[config.mk]
export PLATFORM = sky130hd
export DESIGN_NAME = snoop_bus_arbiter
export DESIGN_NICKNAME = d
export VERILOG_FILES = /design/src/rtl/snoop_bus_arbiter.sv
export SDC_FILE = /design/constraint.sdc
export NUM_CORES = 1
export LEC_CHECK = 0
export ABC_AREA = 1
export CAP_MARGIN = 20
export CORE_MARGIN = 1
export CORE_UTILIZATION = 49
export DETAILED_ROUTE_END_ITERATION = 10
export PLACE_DENSITY = 0.74
export SLEW_MARGIN = 15
export SYNTH_ARGS = -nofsm -noshare
export SYNTH_HDL_FRONTEND = slang
export SYNTH_SLANG_ARGS = --single-unit
[constraint.sdc]
create_clock -name clk -period 5.7 [get_ports clk]
set_input_delay 0.57 -clock clk [delete_from_list [all_inputs] [get_ports clk]]
set_output_delay 0.57 -clock clk [all_outputs]
set_load 0.01 [all_outputs]
[src/rtl/snoop_bus_arbiter.sv]
// Two-core snoop-bus arbiter: per-core request FIFOs, round-robin grant, one-cycle broadcast to the other core.
// Optional BUS_STATS_EN adds saturating per-command grant counters and a drop counter.
module snoop_bus_arbiter #(
  parameter int ADDR_BITS  = 11,
  parameter int DATA_BITS  = 16,
  parameter int FIFO_DEPTH = 2,
  parameter int PTR_BITS   = 1
) (
  input  logic                 clk,
  input  logic                 rst_n,
  input  logic [1:0]           req0_cmd,
  input  logic [ADDR_BITS-1:0] req0_addr,
  input  logic [DATA_BITS-1:0] req0_data,
  input  logic [1:0]           req1_cmd,
  input  logic [ADDR_BITS-1:0] req1_addr,
  input  logic [DATA_BITS-1:0] req1_data,
  output logic [1:0]           snoop0_cmd,
  output logic [ADDR_BITS-1:0] snoop0_addr,
  output logic [DATA_BITS-1:0] snoop0_data,
  output logic [1:0]           snoop1_cmd,
  output logic [ADDR_BITS-1:0] snoop1_addr,
  output logic [DATA_BITS-1:0] snoop1_data,
  output logic [1:0]           grant,
  output logic [1:0]           fifo_full,
  output logic                 o_dbg_state,
  output logic [1:0]           overflow
`ifdef BUS_STATS_EN
  ,
  output logic [15:0]          stat_rd,
  output logic [15:0]          stat_wr,
  output logic [15:0]          stat_upd,
  output logic [7:0]           stat_drop
`endif
);

  localparam int EW = 2 + ADDR_BITS + DATA_BITS;
  localparam logic [PTR_BITS:0] FULL_CNT = (PTR_BITS + 1)'(FIFO_DEPTH);

  typedef enum logic {S_IDLE = 1'b0, S_BCAST = 1'b1} state_t;
  state_t r_state, w_state_nxt;

  // Handshake: reqK_cmd != 00 is a valid with no ready; it is always taken, or dropped
  // (flagged in overflow) when FIFO K is full and not popped. grant[k] is the output valid.
  logic [EW-1:0]       w_req [2];
  logic [EW-1:0]       r_mem [2][FIFO_DEPTH];
  logic [PTR_BITS-1:0] r_wptr [2];
  logic [PTR_BITS-1:0] r_rptr [2];
  logic [PTR_BITS:0]   r_cnt [2];
  logic [PTR_BITS:0]   w_cnt_nxt [2];
  logic [1:0]          w_push, w_accept, w_drop, w_pop;
  logic                w_win;
  logic [EW-1:0]       w_head;
  logic                r_last;
  logic [1:0]          r_full, r_ovf, r_grant;
  logic [1:0]          r_s0_cmd, r_s1_cmd;
  logic [ADDR_BITS-1:0] r_s0_addr, r_s1_addr;
  logic [DATA_BITS-1:0] r_s0_data, r_s1_data;

  assign w_req[0] = {req0_cmd, req0_addr, req0_data};
  assign w_req[1] = {req1_cmd, req1_addr, req1_data};
  assign w_head   = r_mem[w_win][r_rptr[w_win]];

  always_comb begin
    for (int k = 0; k < 2; k++) begin
      w_push[k]    = (w_req[k][EW-1 -: 2] != 2'b00);
      w_accept[k]  = w_push[k] && ((r_cnt[k] != FULL_CNT) || w_pop[k]);
      w_drop[k]    = w_push[k] && !w_accept[k];
      w_cnt_nxt[k] = r_cnt[k] + (PTR_BITS + 1)'(w_accept[k]) - (PTR_BITS + 1)'(w_pop[k]);
    end
  end

  always_comb begin
    w_state_nxt = r_state;
    w_pop       = 2'b00;
    w_win       = 1'b0;
    case (r_state)
      S_IDLE: begin
        if ((r_cnt[0] != '0) || (r_cnt[1] != '0)) begin
          if ((r_cnt[0] != '0) && (r_cnt[1] != '0)) w_win = ~r_last;
          else                                      w_win = (r_cnt[1] != '0);
          w_pop[w_win] = 1'b1;
          w_state_nxt  = S_BCAST;
        end
      end
      S_BCAST: w_state_nxt = S_IDLE;
      default: w_state_nxt = S_IDLE;
    endcase
  end

  always_ff @(posedge clk) begin
    if (!rst_n) r_state <= S_IDLE;
    else        r_state <= w_state_nxt;
  end

  always_ff @(posedge clk) begin
    for (int k = 0; k < 2; k++) begin
      if (w_accept[k]) r_mem[k][r_wptr[k]] <= w_req[k];
    end
  end

  always_ff @(posedge clk) begin
    if (!rst_n) begin
      for (int k = 0; k < 2; k++) begin
        r_wptr[k] <= '0;
        r_rptr[k] <= '0;
        r_cnt[k]  <= '0;
      end
      r_full <= 2'b00;
      r_ovf  <= 2'b00;
    end else begin
      for (int k = 0; k < 2; k++) begin
        if (w_accept[k]) r_wptr[k] <= r_wptr[k] + PTR_BITS'(1);
        if (w_pop[k])    r_rptr[k] <= r_rptr[k] + PTR_BITS'(1);
        r_cnt[k]  <= w_cnt_nxt[k];
        r_full[k] <= (w_cnt_nxt[k] == FULL_CNT);
        if (w_drop[k]) r_ovf[k] <= 1'b1;
      end
    end
  end

  // Address/data are left holding after a broadcast; only cmd and grant return to zero.
  always_ff @(posedge clk) begin
    if (!rst_n) begin
      r_last    <= 1'b1;
      r_grant   <= 2'b00;
      r_s0_cmd  <= 2'b00;
      r_s0_addr <= '0;
      r_s0_data <= '0;
      r_s1_cmd  <= 2'b00;
      r_s1_addr <= '0;
      r_s1_data <= '0;
    end else if (r_state == S_BCAST) begin
      r_grant  <= 2'b00;
      r_s0_cmd <= 2'b00;
      r_s1_cmd <= 2'b00;
    end else if (w_pop != 2'b00) begin
      r_grant <= w_pop;
      r_last  <= w_win;
      if (!w_win) {r_s1_cmd, r_s1_addr, r_s1_data} <= w_head;
      else        {r_s0_cmd, r_s0_addr, r_s0_data} <= w_head;
    end
  end

  assign snoop0_cmd  = r_s0_cmd;
  assign snoop0_addr = r_s0_addr;
  assign snoop0_data = r_s0_data;
  assign snoop1_cmd  = r_s1_cmd;
  assign snoop1_addr = r_s1_addr;
  assign snoop1_data = r_s1_data;
  assign grant       = r_grant;
  assign fifo_full   = r_full;
  assign overflow    = r_ovf;
  assign o_dbg_state = (r_state == S_BCAST);

`ifdef BUS_STATS_EN
  logic [15:0] r_stat_rd, r_stat_wr, r_stat_upd;
  logic [7:0]  r_stat_drop;
  logic [8:0]  w_drop_sum;

  assign w_drop_sum = {1'b0, r_stat_drop} + 9'(w_drop[0]) + 9'(w_drop[1]);

  always_ff @(posedge clk) begin
    if (!rst_n) begin
      r_stat_rd   <= '0;
      r_stat_wr   <= '0;
      r_stat_upd  <= '0;
      r_stat_drop <= '0;
    end else begin
      if (w_pop != 2'b00) begin
        case (w_head[EW-1 -: 2])
          2'b01:   if (r_stat_rd  != '1) r_stat_rd  <= r_stat_rd + 16'd1;
          2'b10:   if (r_stat_wr  != '1) r_stat_wr  <= r_stat_wr + 16'd1;
          2'b11:   if (r_stat_upd != '1) r_stat_upd <= r_stat_upd + 16'd1;
          default: ;
        endcase
      end
      r_stat_drop <= w_drop_sum[8] ? 8'hFF : w_drop_sum[7:0];
    end
  end

  assign stat_rd   = r_stat_rd;
  assign stat_wr   = r_stat_wr;
  assign stat_upd  = r_stat_upd;
  assign stat_drop = r_stat_drop;
`endif

endmodule
; After elaboration in Yosys (flattened, before gate mapping)
; Memory sizes are Yosys's and may differ from the RTL's.
; Cells that the tools add are included.
[totals]
regBits = 66
latch_bits = 0
ramBits = 124
rom_bits = 0
input_bits = 60
output_inout_bits = 65
elab_cells = 112
memories = 4
[classes]
add_sub_neg = 8
mul = 0
n_div = 0
magnitude_cmp = 7
eq_ne = 4
n_shift = 0
muxes = 40
bitwise = 13
n_reduce_logical = 24
[memory_table]
columns = name, words, width, rd, rd_clocked_by_memory_dff, write_ports, line_no
row1 = r_mem, 2, 58, 1, 0, 2, 45  ; logic [EW-1:0] r_mem [2][FIFO_DEPTH];
row2 = r_cnt, 2, 2, 2, 0, 2, 48  ; logic [PTR_BITS:0] r_cnt [2];
row3 = r_rptr, 2, 1, 3, 0, 2, 47  ; logic [PTR_BITS-1:0] r_rptr [2];
row4 = r_wptr, 2, 1, 2, 0, 2, 46  ; logic [PTR_BITS-1:0] r_wptr [2];
[op_table]
columns = cell, n
row1 = 29-bit two-way mux, 5
row2 = 58-bit two-way mux, 2
row3 = 29-bit demux with 1-bit select, 2
row4 = 1-bit two-way mux, 25
row5 = 2-bit nonzero test, 5
row6 = 1-bit logical AND, 8
row7 = 2-bit two-way mux, 4
row8 = "2-bit greater-or-equal comparator, second input constant", 3
row9 = 1-bit NOT with 2-bit output, 3
row10 = 1-bit bitwise OR, 6
row11 = 2-bit AND reduction, 3
row12 = 3-bit AND reduction, 2
row13 = "1-bit adder, second input constant", 4
row14 = 2-bit by 1-bit adder with 2-bit output, 2
row15 = "2-bit equality test, second input constant", 2
row16 = "2-bit by 1-bit < comparator with 1-bit output, second input constant", 2
row17 = "2-bit != test, second input constant", 2
row18 = 1-bit NOT, 4
row19 = 2-bit by 1-bit subtractor with 2-bit output, 2
row20 = 1-bit logical OR, 3
row21 = 1-bit zero test, 2
row22 = "1-bit by 2-bit < comparator with 1-bit output, second input constant", 1
row23 = 1-bit case mux with 2 select lines, 1
row24 = 2-bit OR reduction, 1
row25 = other kinds (2), 2

; Logic depth before layout (Yosys ltp)
[depth]
ltp_word = 17
mapped_depth = 12
depth_no_buf = 11

; Worst setup path before layout
; No wires, ideal clock.
[synth_timing]
path_type = flip-flop to flip-flop
startpoint = mem r_cnt[0][1] in the netlist's numbering
endpoint = mem r_mem[1][0] in the netlist's numbering, enable pin
setup_ns = 0.415
t_arrival_ns = 2.389
t_required_ns = 5.285
slack_ns = 2.896
stages_incl_launch_ff = 8
path_buffers = 2
period_less_slack_ns = 2.804
path_cell_list = dfxtp_1 o21ai_4 nand3_2 buf_6 buf_2 nand3_1 nand2_1 nor2_1
[synth_rtl]
columns = item, line_no
row1 = from (decl), 48
row2 = to (decl), 45

==> impl_metrics.json <==
{
  "worstSetupPathType": "flop to flop",
  "numCtsBuffers": 17,
  "dieArea_sq_um": 15050,
  "io_pins": 125,
  "combPwrFrac_pct": 37.7,
  "p_int_uw": 3453,
  "fin_skew_ns": 0.006147,
  "p_switching_uw": 1966,
  "first_pass_iters": 5,
  "worstPathRequired_ns": 6.05,
  "initial_core_util_pct": 50.82,
  "p_sw_share_pct": 36.28,
  "port_buffers": 124,
  "grt_max_degree": 58,
  "grt_overflow": 0,
  "grt_pass1_wl_mm": 25.62,
  "avgViaCountPerCell": 5.328,
  "tightest_slew_ns": 1.040,
  "critPathMaxFanout": 57,
  "areaGrowthSynthToFinish_pct": 27.65,
  "fp.coreArea_sq_um": 14040,
  "finalHoldViolCount": 0,
  "crit_path_start_kind": "flop",
  "drtAntennaViolNets": 0,
  "synth.avg_cell_area_sq_um": 10.73,
  "cts_tree": "done",
  "synth.most_common_cell": "nand2_1",
  "layout-drive-gt1-share_pct": 6.030,
  "p_per_area_nw_per_um2": 594.9,
  "p_leak_uw": 0.003642,
  "synth_top_area_share_pct": 50.49,
  "nNetsFinal": 847,
  "synth.distinct_cells": 23,
  "ys_warn_count": 0,
  "synth-seq-cells": 190,
  "antenna_found_initial": 0,
  "grt_usage_pct": 23.22,
  "cts_max_level": 4,
  "place_area_sq_um": 8504,
  "peakVddDrop_v": 0.0002511,
  "ys_async_sr_fraction_pct": 0,
  "synth.yosys.seq_area_share_pct": 70.13,
  "synth_nets": 729,
  "relSlewSlack_pct": 30.52,
  "rr_startpoint": "r_cnt[0][1]",
  "hold_class": "flop to flop",
  "path_clk_slew_ns": 0.06,
  "post-dp-hpwl_mm": 10.33,
  "clock_sinks": 190,
  "cts_buffer_depth": 2,
  "crit_start": "r_cnt[0][1]",
  "dp.cells": 944,
  "stdcell_area_sq_um": 9110,
  "tns_ns": 0,
  "clockRootBuffer": "clkbuf_16",
  "holdCritStartpoint": "snoop0_data[14]",
  "period_share_pct": 54.41,
  "cts_setup_buffers": 0,
  "rows": 43,
  "endpoint_kind": "flop",
  "synth_area_leaders": "edfxtp_1, dfxtp_1, nand2_1, nand3_1, inv_1",
  "layout_min_cycle_time_ns": 3.101,
  "drc": 0,
  "max_freq_ghz": 0.3224,
  "num_vias": 5200,
  "diodes": 0,
  "die_x_um": 122.7,
  "status": "finished clean",
  "grt_pass1_vias": 5079,
  "insertion_delay_ns": 0.43,
  "first_iter_violations": 411,
  "ys_top_cells_by_count": "nand2_1, edfxtp_1, nand3_1, dfxtp_1, inv_1",
  "wl_mm": 16.44,
  "cap_violations": 0,
  "synth_edf_count": 120,
  "setup_viol": 0,
  "cts_resized": 0,
  "layout.cells.non_filler": 976,
  "syn_inst": 665,
  "power_frac_seq_pct": 39.9,
  "fillers": 1036,
  "power_frac_clock_pct": 22.3,
  "slew_viol_final": 0,
  "yosysTopAreaCell": "edfxtp_1",
  "rsz0062_at_grt": "no",
  "gp_congestion": 0.8247,
  "synth_area_sq_um": 7137,
  "die_h_um": 122.7,
  "synth_flop_cell": "edfxtp_1",
  "post_drt_wl_per_cell_um": 16.84,
  "cts_hold_buf": 0,
  "cp.arrival_ns": 3.45
}
layer usage:
layer	track usage (%)	part of all wire [%]	up-vias
met5	0	0	-
met4	11.97	2.5	0
li1	-	-	2467
met1	28.18	41	2508
met2	39.47	51	194
met3	4.275	5.8	31
state kept, by name, summed over array words and instances, names as in the netlist:
signal       cells
fifo_full        2
snoop0_cmd       2
o_dbg_state      1
overflow         2
snoop1_cmd       2
snoop0_data     16
grant            2
snoop0_addr     11
r_last           1
r_rptr           2
r_wptr           2
r_mem          116
snoop1_addr     11
r_cnt            4
snoop1_data     16
cells by family after synthesis:
logic type / synth area share (%)
adders and majority gates: 0.7013
buffers and inverters: 4.032
DFF: 70.13
xor gates and xnor gates: 0.4908
and+or+nand+nor: 23.86
AOI/OAI and AO/OA: 0.7890
worst max-delay path: stages, from the launching register on:
cell	delay (ns)
dfxtp_1	0.35
o21ai_4	0.27
nand3_2	0.54
inv_2	0.94
ha_1	0.38
inv_1	0.06
ha_1	0.15
xnor2_1	0.12
inv_1	0.07
nor3_1	0.12
final timing paths:
check             depth (start not counted)  slack [ns]         endpoint
setup / recovery                          9        2.60     fifo_full[1]
hold / removal                            2        0.45  snoop0_data[14]
setup reg to reg                          9        2.60     fifo_full[1]
hold reg to reg                           2        0.45  snoop0_data[14]
power groups by stage:
stage | Clock, uW | Combinational [uW] | Sequential, uW
final | 1210 | 2040 | 2160
after global routing | 1280 | 2270 | 2210
after CTS | 1220 | 2050 | 2170
after detailed placement | 0 | 2030 | 2190
after global placement | 0 | 1960 | 2180
after floorplan | 0 | 1210 | 2230
cell type report:
| class | instances | area, sq um | area share (%) |
|---|---|---|---|
| clock buffers | 20 | 436.7 | 4.793 |
| clock inverters | 12 | 168.9 | 1.854 |
| inverters | 30 | 112.6 | 1.236 |
| multi-input cells | 416 | 1879 | 20.63 |
| flip-flops and latches | 190 | 5005 | 54.94 |
| well taps | 180 | 225.2 | 2.472 |
| repair buffers | 128 | 1282 | 14.08 |
layout by cell type, fill, tap and decap left out:
cell / synthesis / routed
nand3_2: 2 / 2
or2_2: 2 / 2
nand4_1: 8 / 8
nor3_1: 4 / 4
clkdlybuf4s50_1: 0 / 124
buf_4: 4 / 2
edfxtp_1: 120 / 120
inv_2: 2 / 3
dfxtp_1: 70 / 70
bufinv_16: 0 / 4
ha_1: 4 / 4
nand2_1: 250 / 250
buf_8: 0 / 1
clkbuf_16: 0 / 17
a21oi_1: 8 / 8
clkinv_1: 1 / 3
nand2_2: 2 / 2
nor2_4: 1 / 6
clkinv_2: 0 / 3
buf_6: 5 / 1
inv_1: 27 / 26
nand3_1: 116 / 116
xnor2_1: 4 / 4
nor2_2: 2 / 1
nor2_1: 12 / 8
clkbuf_1: 9 / 3
clkinv_4: 0 / 3
o21ai_4: 1 / 1
metrics by stage:
stage	utilization, %	hold slack (ns)	setup WS [ns]	total power [uW]
finish	64.88	0.4508	2.599	5419
global placement	60.34	0.4374	2.628	4136
global route	64.88	0.4631	2.306	5752
floorplan	-	0.4673	2.896	3448
CTS	64.88	0.4542	2.622	5433
detailed placement	60.56	0.4391	2.637	4223
(Power assumes the default switching activity.)
